## config.mk

```make
export PLATFORM = sky130hd
export DESIGN_NAME = washing_machine_timer
export DESIGN_NICKNAME = d
export VERILOG_FILES = /design/src/rtl/washing_machine_timer.sv
export SDC_FILE = /design/constraint.sdc
export NUM_CORES = 1
export LEC_CHECK = 0
export CAP_MARGIN = 20
export CORE_ASPECT_RATIO = 0.5
export CORE_UTILIZATION = 49
export DETAILED_ROUTE_END_ITERATION = 6
export HOLD_SLACK_MARGIN = 0.02
export PLACE_DENSITY = 0.79
export SETUP_SLACK_MARGIN = 0.02
export SLEW_MARGIN = 20
export SYNTH_ARGS = -nofsm -noshare
export SYNTH_HDL_FRONTEND = slang
export SYNTH_SLANG_ARGS = --single-unit
```

## constraint.sdc

```tcl
create_clock -name clk -period 2.7 [get_ports clk]
set_input_delay 0.27 -clock clk [delete_from_list [all_inputs] [get_ports clk]]
set_output_delay 0.27 -clock clk [all_outputs]
set_load 0.02 [all_outputs]
```

## src/rtl/washing_machine_timer.sv

```systemverilog
// Phase timer for a washing-machine controller: counts each decoded phase and raises a per-phase done flag.
// Latency: done flag rises DUR edges after the (re)start edge. No backpressure; WM_TIMER_DOOR_PAUSE_EN adds spin door-pause.
module washing_machine_timer #(
    parameter int unsigned FILL_CYCLES  = 16,
    parameter int unsigned WASH_CYCLES  = 32,
    parameter int unsigned RINSE_CYCLES = 24,
    parameter int unsigned DRAIN_CYCLES = 12,
    parameter int unsigned SPIN_CYCLES  = 40
) (
    input  logic clk,
    input  logic rst_n,
    input  logic restart,
    input  logic agitator,
    input  logic motor,
    input  logic pump,
    input  logic speed,
    input  logic water_fill,
    input  logic door,
    output logic tfill,
    output logic twash,
    output logic trinse,
    output logic tdrain,
    output logic tspin,
    output logic busy,
    output logic phase_err
);

    typedef enum logic [1:0] {IDLE, RUN, DONE} state_t;
    typedef enum logic [2:0] {
        PH_NONE  = 3'd0,
        PH_FILL  = 3'd1,
        PH_WASH  = 3'd2,
        PH_DRAIN = 3'd3,
        PH_SPIN  = 3'd4
    } phase_t;

    state_t      state;
    phase_t      phase;
    phase_t      dec_phase;
    logic [15:0] count;
    logic [15:0] dur_m1;
    logic [1:0]  wash_cnt;
    logic        err_now;
    logic        relaunch;
    logic        door_hold;
    logic        rinse_pass;

    always_comb begin
        dec_phase = PH_NONE;
        if (water_fill)            dec_phase = PH_FILL;
        else if (pump)             dec_phase = PH_DRAIN;
        else if (motor && speed)   dec_phase = PH_SPIN;
        else if (agitator && motor) dec_phase = PH_WASH;
    end

    assign err_now = (({1'b0, water_fill} + {1'b0, pump} + {1'b0, agitator & motor}) > 2'd1)
                   || (speed && !motor);

    // The second wash of a cycle is the rinse pass and runs on the rinse duration.
    assign rinse_pass = (wash_cnt == 2'd2);

    always_comb begin
        dur_m1 = 16'd0;
        case (phase)
            PH_FILL:  dur_m1 = 16'(FILL_CYCLES - 1);
            PH_WASH:  dur_m1 = rinse_pass ? 16'(RINSE_CYCLES - 1) : 16'(WASH_CYCLES - 1);
            PH_DRAIN: dur_m1 = 16'(DRAIN_CYCLES - 1);
            PH_SPIN:  dur_m1 = 16'(SPIN_CYCLES - 1);
            default:  dur_m1 = 16'd0;
        endcase
    end

    // A new non-idle phase while running, or any change once done, restarts like an explicit restart.
    assign relaunch = restart
                   || ((state == DONE) && (dec_phase != phase))
                   || ((state == RUN) && (dec_phase != phase) && (dec_phase != PH_NONE));

`ifdef WM_TIMER_DOOR_PAUSE_EN
    assign door_hold = (state == RUN) && (phase == PH_SPIN) && door;
`else
    logic unused_door;
    assign unused_door = door;
    assign door_hold   = 1'b0;
`endif

    assign busy = (state == RUN);

    always_ff @(posedge clk) begin
        if (!rst_n) begin
            state     <= IDLE;
            phase     <= PH_NONE;
            count     <= '0;
            wash_cnt  <= '0;
            tfill     <= 1'b0;
            twash     <= 1'b0;
            trinse    <= 1'b0;
            tdrain    <= 1'b0;
            tspin     <= 1'b0;
            phase_err <= 1'b0;
        end else begin
            phase_err <= err_now || (phase_err && !restart);
            if (relaunch) begin
                state  <= (dec_phase == PH_NONE) ? IDLE : RUN;
                phase  <= dec_phase;
                count  <= '0;
                tfill  <= 1'b0;
                twash  <= 1'b0;
                trinse <= 1'b0;
                tdrain <= 1'b0;
                tspin  <= 1'b0;
                if ((dec_phase == PH_WASH) && (wash_cnt != 2'd2))
                    wash_cnt <= wash_cnt + 2'd1;
            end else if ((state == RUN) && !door_hold) begin
                if (dec_phase == PH_NONE) begin
                    state <= IDLE;
                end else if (count == dur_m1) begin
                    state <= DONE;
                    case (phase)
                        PH_FILL:  tfill <= 1'b1;
                        PH_WASH: begin
                            twash  <= 1'b1;
                            trinse <= rinse_pass;
                        end
                        PH_DRAIN: tdrain <= 1'b1;
                        PH_SPIN: begin
                            tspin    <= 1'b1;
                            wash_cnt <= '0;
                        end
                        default: ;
                    endcase
                end else begin
                    count <= count + 16'd1;
                end
            end
        end
    end

endmodule

```

After elaboration in Yosys (flattened, before gate mapping) --
Cells that the tools add are included. Widths: inputs -> output; s select.
Storage, ports and cells: logic and storage cells 77, register bits after elaboration 29
Operators by class: order comparisons 1, $add $sub $neg 4, reduce and logical (&&, ||, !) cells 28, bitwise gates (word level) 4, equality and inequality tests 13, muxes and demuxes 17
Operators with widths (number):
- $pmux 6 s4 | 1
- $mux 2 | 11
- $add 16x1->16 const B | 1
- $eq 16x16->1 | 1
- $reduce_and 4->1 | 4
- $eq 3x2->1 const B | 3
- $mux 3 | 3
- $logic_and 1x1->1 | 8
- $reduce_bool 2->1 | 3
- $reduce_bool 3->1 | 2
- $reduce_and 5->1 | 1
- $eq 2x2->1 const B | 2
- $logic_or 1x1->1 | 4
- $mux 4 | 1
- $ne 2x2->1 const B | 2
- $eq 3x1->1 const B | 1
- $eq 3x3->1 const B | 1
- $logic_not 3->1 | 1
- $ne 3x3->1 | 1
- $not 1->1 | 3
- $reduce_and 3->1 | 1
- $add 1x1->2 | 1
- $add 2x1->2 | 1
- $add 2x1->2 const B | 1
- 8 further kinds | 9

Longest topological paths before layout --
depth after elaboration 11, depth in mapped cells 9, mapped depth without buffers 8

Worst setup path before layout --
No wires, ideal clock.
kind register to register, start register wash_cnt[0], end register state[0], arrival 1.917 ns, data required time 2.580 ns, cell stages (with the launch flop) 9, setup slack 0.663 ns, cells stage by stage dfxtp_1 inv_1 ha_1 a2111oi_4 o311ai_2 a211oi_4 buf_6 nor2_1 o31a_1
Between the ends: longest elaborated chain between the ends 6
Ends and longest elaborated chain:
- from (decl) | RTL line 42 | logic [1:0] wash_cnt;
- from (signal assigned) | RTL line 112 | wash_cnt <= wash_cnt + 2'd1;
- $eq 2x2->1 | RTL line 60 | assign rinse_pass = (wash_cnt == 2'd2);
- via rinse_pass | RTL line 46 | logic rinse_pass;
- $mux 4 | RTL line 66 | PH_WASH: dur_m1 = rinse_pass ? 16'(RINSE_CYCLES - 1) : 16'(WASH_CYCLES - 1);
- $pmux 6 s4 | RTL line 64 | case (phase)
- $eq 16x16->1 | RTL line 116 | end else if (count == dur_m1) begin
- $reduce_bool 3->1 (no line)
- $reduce_and 2->1 (no line)
- to (signal assigned) | RTL line 103 | state <= (dec_phase == PH_NONE) ? IDLE : RUN;
- to (decl) | RTL line 37 | state_t state;
The timed path passes the listed nets, and every way through them passes these cells. A chain may end at the register's enable or synchronous reset.

Worst setup path in the final report --
start register phase[0], end register count[13]
Between the ends: longest elaborated chain between the ends 5
Ends and longest elaborated chain:
- from (decl) | RTL line 38 | phase_t phase;
- from (signal assigned) | RTL line 104 | phase <= dec_phase;
- $eq 3x3->1 (tied with other cells) | RTL line 64
- $pmux 6 s4 (tied with other cells) | RTL line 64
- $eq 16x16->1 (tied with other cells) | RTL line 116
- $not 1->1 (no line) / $logic_or 1x1->1 (equally long branches)
- $reduce_and 3->1 (no line) / $reduce_or 2->1 (equally long branches)
- to (signal assigned) | RTL line 132 | count <= count + 16'd1;
- to (decl) | RTL line 40 | logic [15:0] count;
Parallel ways exist; a longest one is shown, timed or not.

==> results.sh <==
export IMPL_power_density_nw_per_um2=495
export IMPL_ys_seq_area_share_pct=34.2
export IMPL_firstDrtPassIters=4
export IMPL_syn_nets=219
export IMPL_synth_area_leaders="dfxtp_1 34%, a21oi_1 5.0%, nor2_1 4.2%"
export IMPL_gp_congestion=0.822
export IMPL_cts_tree="built"
export IMPL_grt_max_degree=27
export IMPL_multi_input_area_sq_um=1030
export IMPL_initial_core_util_pct=53.8
export IMPL_finalCritPeriodShare_pct=89.1
export IMPL_critPathArrivalTime_ns=2.61
export IMPL_dieArea_sq_um=3720
export IMPL_critPathCapture="count[13]$_SDFFE_PP0P_"
export IMPL_max_vdd_ir_drop_v=0.000322
export IMPL_via_per_inst=6.05
export IMPL_async_flop_share_pct=0
export IMPL_syn_to_final_growth_pct=14.7
export IMPL_path_max_fanout=26
export IMPL_crit_reg2reg_launch="phase[0]$_SDFFE_PN0P_"
export IMPL_skew_ns=0.00590
export IMPL_wl_um=3750
export IMPL_critPathSlowestCell="dfxtp_1"
export IMPL_worst_path_stages=7
export IMPL_slew_violations=0
export IMPL_die_h_um=43.6
export IMPL_core_sq_um=3150
export IMPL_drc=0
export IMPL_post_cts_resize_count=0
export IMPL_clkSlewWorstSetupHoldPaths_ns=0.06
export IMPL_root_buffer="clkbuf_8"
export IMPL_worstMarginPinSlew_ns=0.478
export IMPL_synth_edf_count=0
export IMPL_netlist_area_sq_um=1700
export IMPL_p_int_uw=702
export IMPL_avgSynthCellArea_sq_um=8.20
export IMPL_grt_pass1_wl_um=6590
export IMPL_synth_flop_cell="dfxtp_1"
export IMPL_antenna_found_initial=0
export IMPL_num_rows=14
export IMPL_path_class="flip-flop to flip-flop"
export IMPL_finalInstanceArea_sq_um=1950
export IMPL_rr_endpoint="count[13]$_SDFFE_PP0P_"
export IMPL_fin_crit_ns=2.40
export IMPL_insertedDiodeCount=0
export IMPL_yosys_area_top_type="dfxtp_1"
export IMPL_hp_class="flip-flop to flip-flop"
export IMPL_finalWorstSetupSlack_ns=0.295
export IMPL_num_fill_cells=275
export IMPL_hold_violations=0
export IMPL_fin_tns_setup_ns=0
export IMPL_rr_worst_depth=7
export IMPL_end_kind="flip-flop"
export IMPL_gr_total_overflow=0
export IMPL_cts_htree_levels=2
export IMPL_fmax_ghz=0.416
export IMPL_drive_gt1_share_pct=8.97
export IMPL_power_share_combinational_pct=16.4
export IMPL_p_switching_uw=263
export IMPL_critical_path_max_stage_delay_ns=0.58
export IMPL_ioPinCount=16
export IMPL_wl_per_cell_um=14.3
export IMPL_p_sw_share_pct=27.2
export IMPL_synthCells=207
export IMPL_grt_total_usage_pct=23.1
export IMPL_crit_family="compound AO/OA/AOI/OAI gates"
export IMPL_fin_nets=235
export IMPL_path_buf_inv=1
export IMPL_setup_viol=0
export IMPL_cap_viol_max_count=0
export IMPL_vias=1592
export IMPL_required_ns=2.90
export IMPL_dp_hpwl_um=2610
export IMPL_synth_top_area_share_pct=34.2
export IMPL_drt_iter0_markers=94
export IMPL_seq_power_share_pct=46.5
export IMPL_grt_pass1_vias=1516
export IMPL_rsz0062_at_grt="false"
export IMPL_layout_area_seq_sq_um=581
export IMPL_cts_sinks=29
export IMPL_die_x_um=85.2
export IMPL_ff2ff_setup_slack_ns=0.30
export IMPL_ant_nets=0
export IMPL_cts_buffer_depth=2
export IMPL_post_cts_buffers=0
export IMPL_synth_cell_type_count=48
export IMPL_cp_cell_sequence="nor2_1 > a21o_1 > o21ai_0 > a211oi_4 > buf_4 > or4_1 > a21oi_1"
export IMPL_placed_area_sq_um=1860
export IMPL_synth_warnings=0
export IMPL_relSlewSlack_pct=68.0
export IMPL_critPathLaunchType="flip-flop"
export IMPL_io_buffers=14
export IMPL_synth_seq_cells=29
export IMPL_dp_slack_ns=0.197
export IMPL_hold_buffers=0
export IMPL_worstHoldPathCells=2
export IMPL_clock_latency_ns=0.27
export IMPL_p_leak_nw=0.665
export IMPL_cts_buffers=5
export IMPL_clkPwrFrac_pct=37.1
export IMPL_crit_start="phase[0]$_SDFFE_PN0P_"
export IMPL_status="finished clean"
## power groups by stage
stage | Combinational, mW | Sequential, mW | Clock [mW]
2_1_floorplan | 0.118 | 0.452 | 0
3_3_place_gp | 0.152 | 0.457 | 0
3_5_place_dp | 0.157 | 0.457 | 0
4_1_cts | 0.157 | 0.448 | 0.366
5_1_grt | 0.175 | 0.450 | 0.382
6_report | 0.158 | 0.448 | 0.358
## worst min-delay path by stage
stage / from / endpoint / slack, ns
6_report: twash$_SDFFE_PP0P_ / twash$_SDFFE_PP0P_ / 0.46
5_1_grt: twash$_SDFFE_PP0P_ / twash$_SDFFE_PP0P_ / 0.49
4_1_cts: twash$_SDFFE_PP0P_ / twash$_SDFFE_PP0P_ / 0.46
3_3_place_gp: twash$_SDFFE_PP0P_ / twash$_SDFFE_PP0P_ / 0.43
3_5_place_dp: twash$_SDFFE_PP0P_ / twash$_SDFFE_PP0P_ / 0.45
2_1_floorplan: rst_n / state[0]$_SDFFE_PN0P_ / 0.40
## cells in the mapped netlist, types with 2 or more instances
cell / number
or3_1: 4
mux2i_1: 4
and2b_1: 2
inv_1: 9
nand2b_1: 3
and3_1: 7
buf_4: 3
nand3_1: 5
a31oi_1: 3
or4_1: 7
buf_2: 3
nand2_1: 16
a32oi_1: 2
xnor2_1: 4
a21oi_1: 17
a211oi_1: 2
nor2_1: 19
dfxtp_1: 29
ha_1: 3
nand4_1: 3
clkbuf_1: 2
o31ai_1: 9
nor2b_1: 3
nor4_1: 4
nor3_1: 10
nand3b_1: 2
or2_2: 2
o21ai_0: 10
## cells by family after synthesis
| group | after synthesis | share of synthesized area, % |
|---|---|---|
| mux | 4 | 2.36 |
| flops | 29 | 34.2 |
| xor+xnor | 5 | 2.58 |
| fa+ha+maj | 3 | 2.21 |
| simple gates | 91 | 28.8 |
| buf+inv | 18 | 5.31 |
| compound gates | 57 | 24.5 |
## cell usage in the layout, fill, tap and decap left out, types with 2 or more instances in the layout
cell,instances
nor2b_1,3
a21oi_1,17
and2b_1,2
nand4_1,3
nand2_1,16
or3_1,4
clkbuf_8,6
and3_1,7
or2_2,2
clkdlybuf4s50_1,14
ha_1,3
nor2_1,19
a32oi_1,2
buf_4,4
nand3_1,5
mux2i_1,4
or4_1,7
nor4_1,4
xnor2_1,4
a31oi_1,3
dfxtp_1,29
nand3b_1,2
o31ai_1,9
nand2b_1,3
inv_1,9
o21ai_0,10
a211oi_1,2
nor3_1,10
## layer usage
| metal | wire (um) | up-vias | GRT usage (%) | part of all wire, % |
|---|---|---|---|---|
| met5 | 0 | - | 0 | 0 |
| met4 | 21 | 0 | 10.2 | 0.56 |
| met3 | 172 | 4 | 6.48 | 4.6 |
| met2 | 1760 | 42 | 39.4 | 47 |
| met1 | 1800 | 749 | 28.2 | 48 |
| li1 | - | 797 | - | - |
## flip-flops by register name, summed over array words and instances, names as in the netlist
register,cells
wash_cnt,2
count,16
state,2
phase_err,1
tdrain,1
tfill,1
tspin,1
twash,1
phase,3
trinse,1
## worst register-to-register path, delay by kind of cell, from the launching register on
| kind | cells | cell delay [ns] |
|---|---|---|
| flip-flops | 1 | 0.58 |
| AND/OR/NAND/NOR | 2 | 0.75 |
| buffers and inverters | 1 | 0.23 |
| AO/OA/AOI/OAI | 4 | 0.79 |
## final cells by class
cell class | instances | area share, %
clock buffers | 7 | 4.43
inverters | 9 | 1.73
multi-input cells | 160 | 52.7
flip-flops and latches | 29 | 29.8
well taps | 40 | 2.57
repair buffers | 18 | 8.73
## stage by stage
stage	hold slack, ns	instances	utilization (%)	power (mW)
finish	0.458	263	61.8	0.965
global placement	0.435	256	59.0	0.609
CTS	0.459	263	61.8	0.971
detailed placement	0.448	256	59.0	0.614
floorplan	0.398	207	-	0.570
global route	0.488	263	61.8	1.01
No activity file was read; power rests on OpenSTA's default activity.
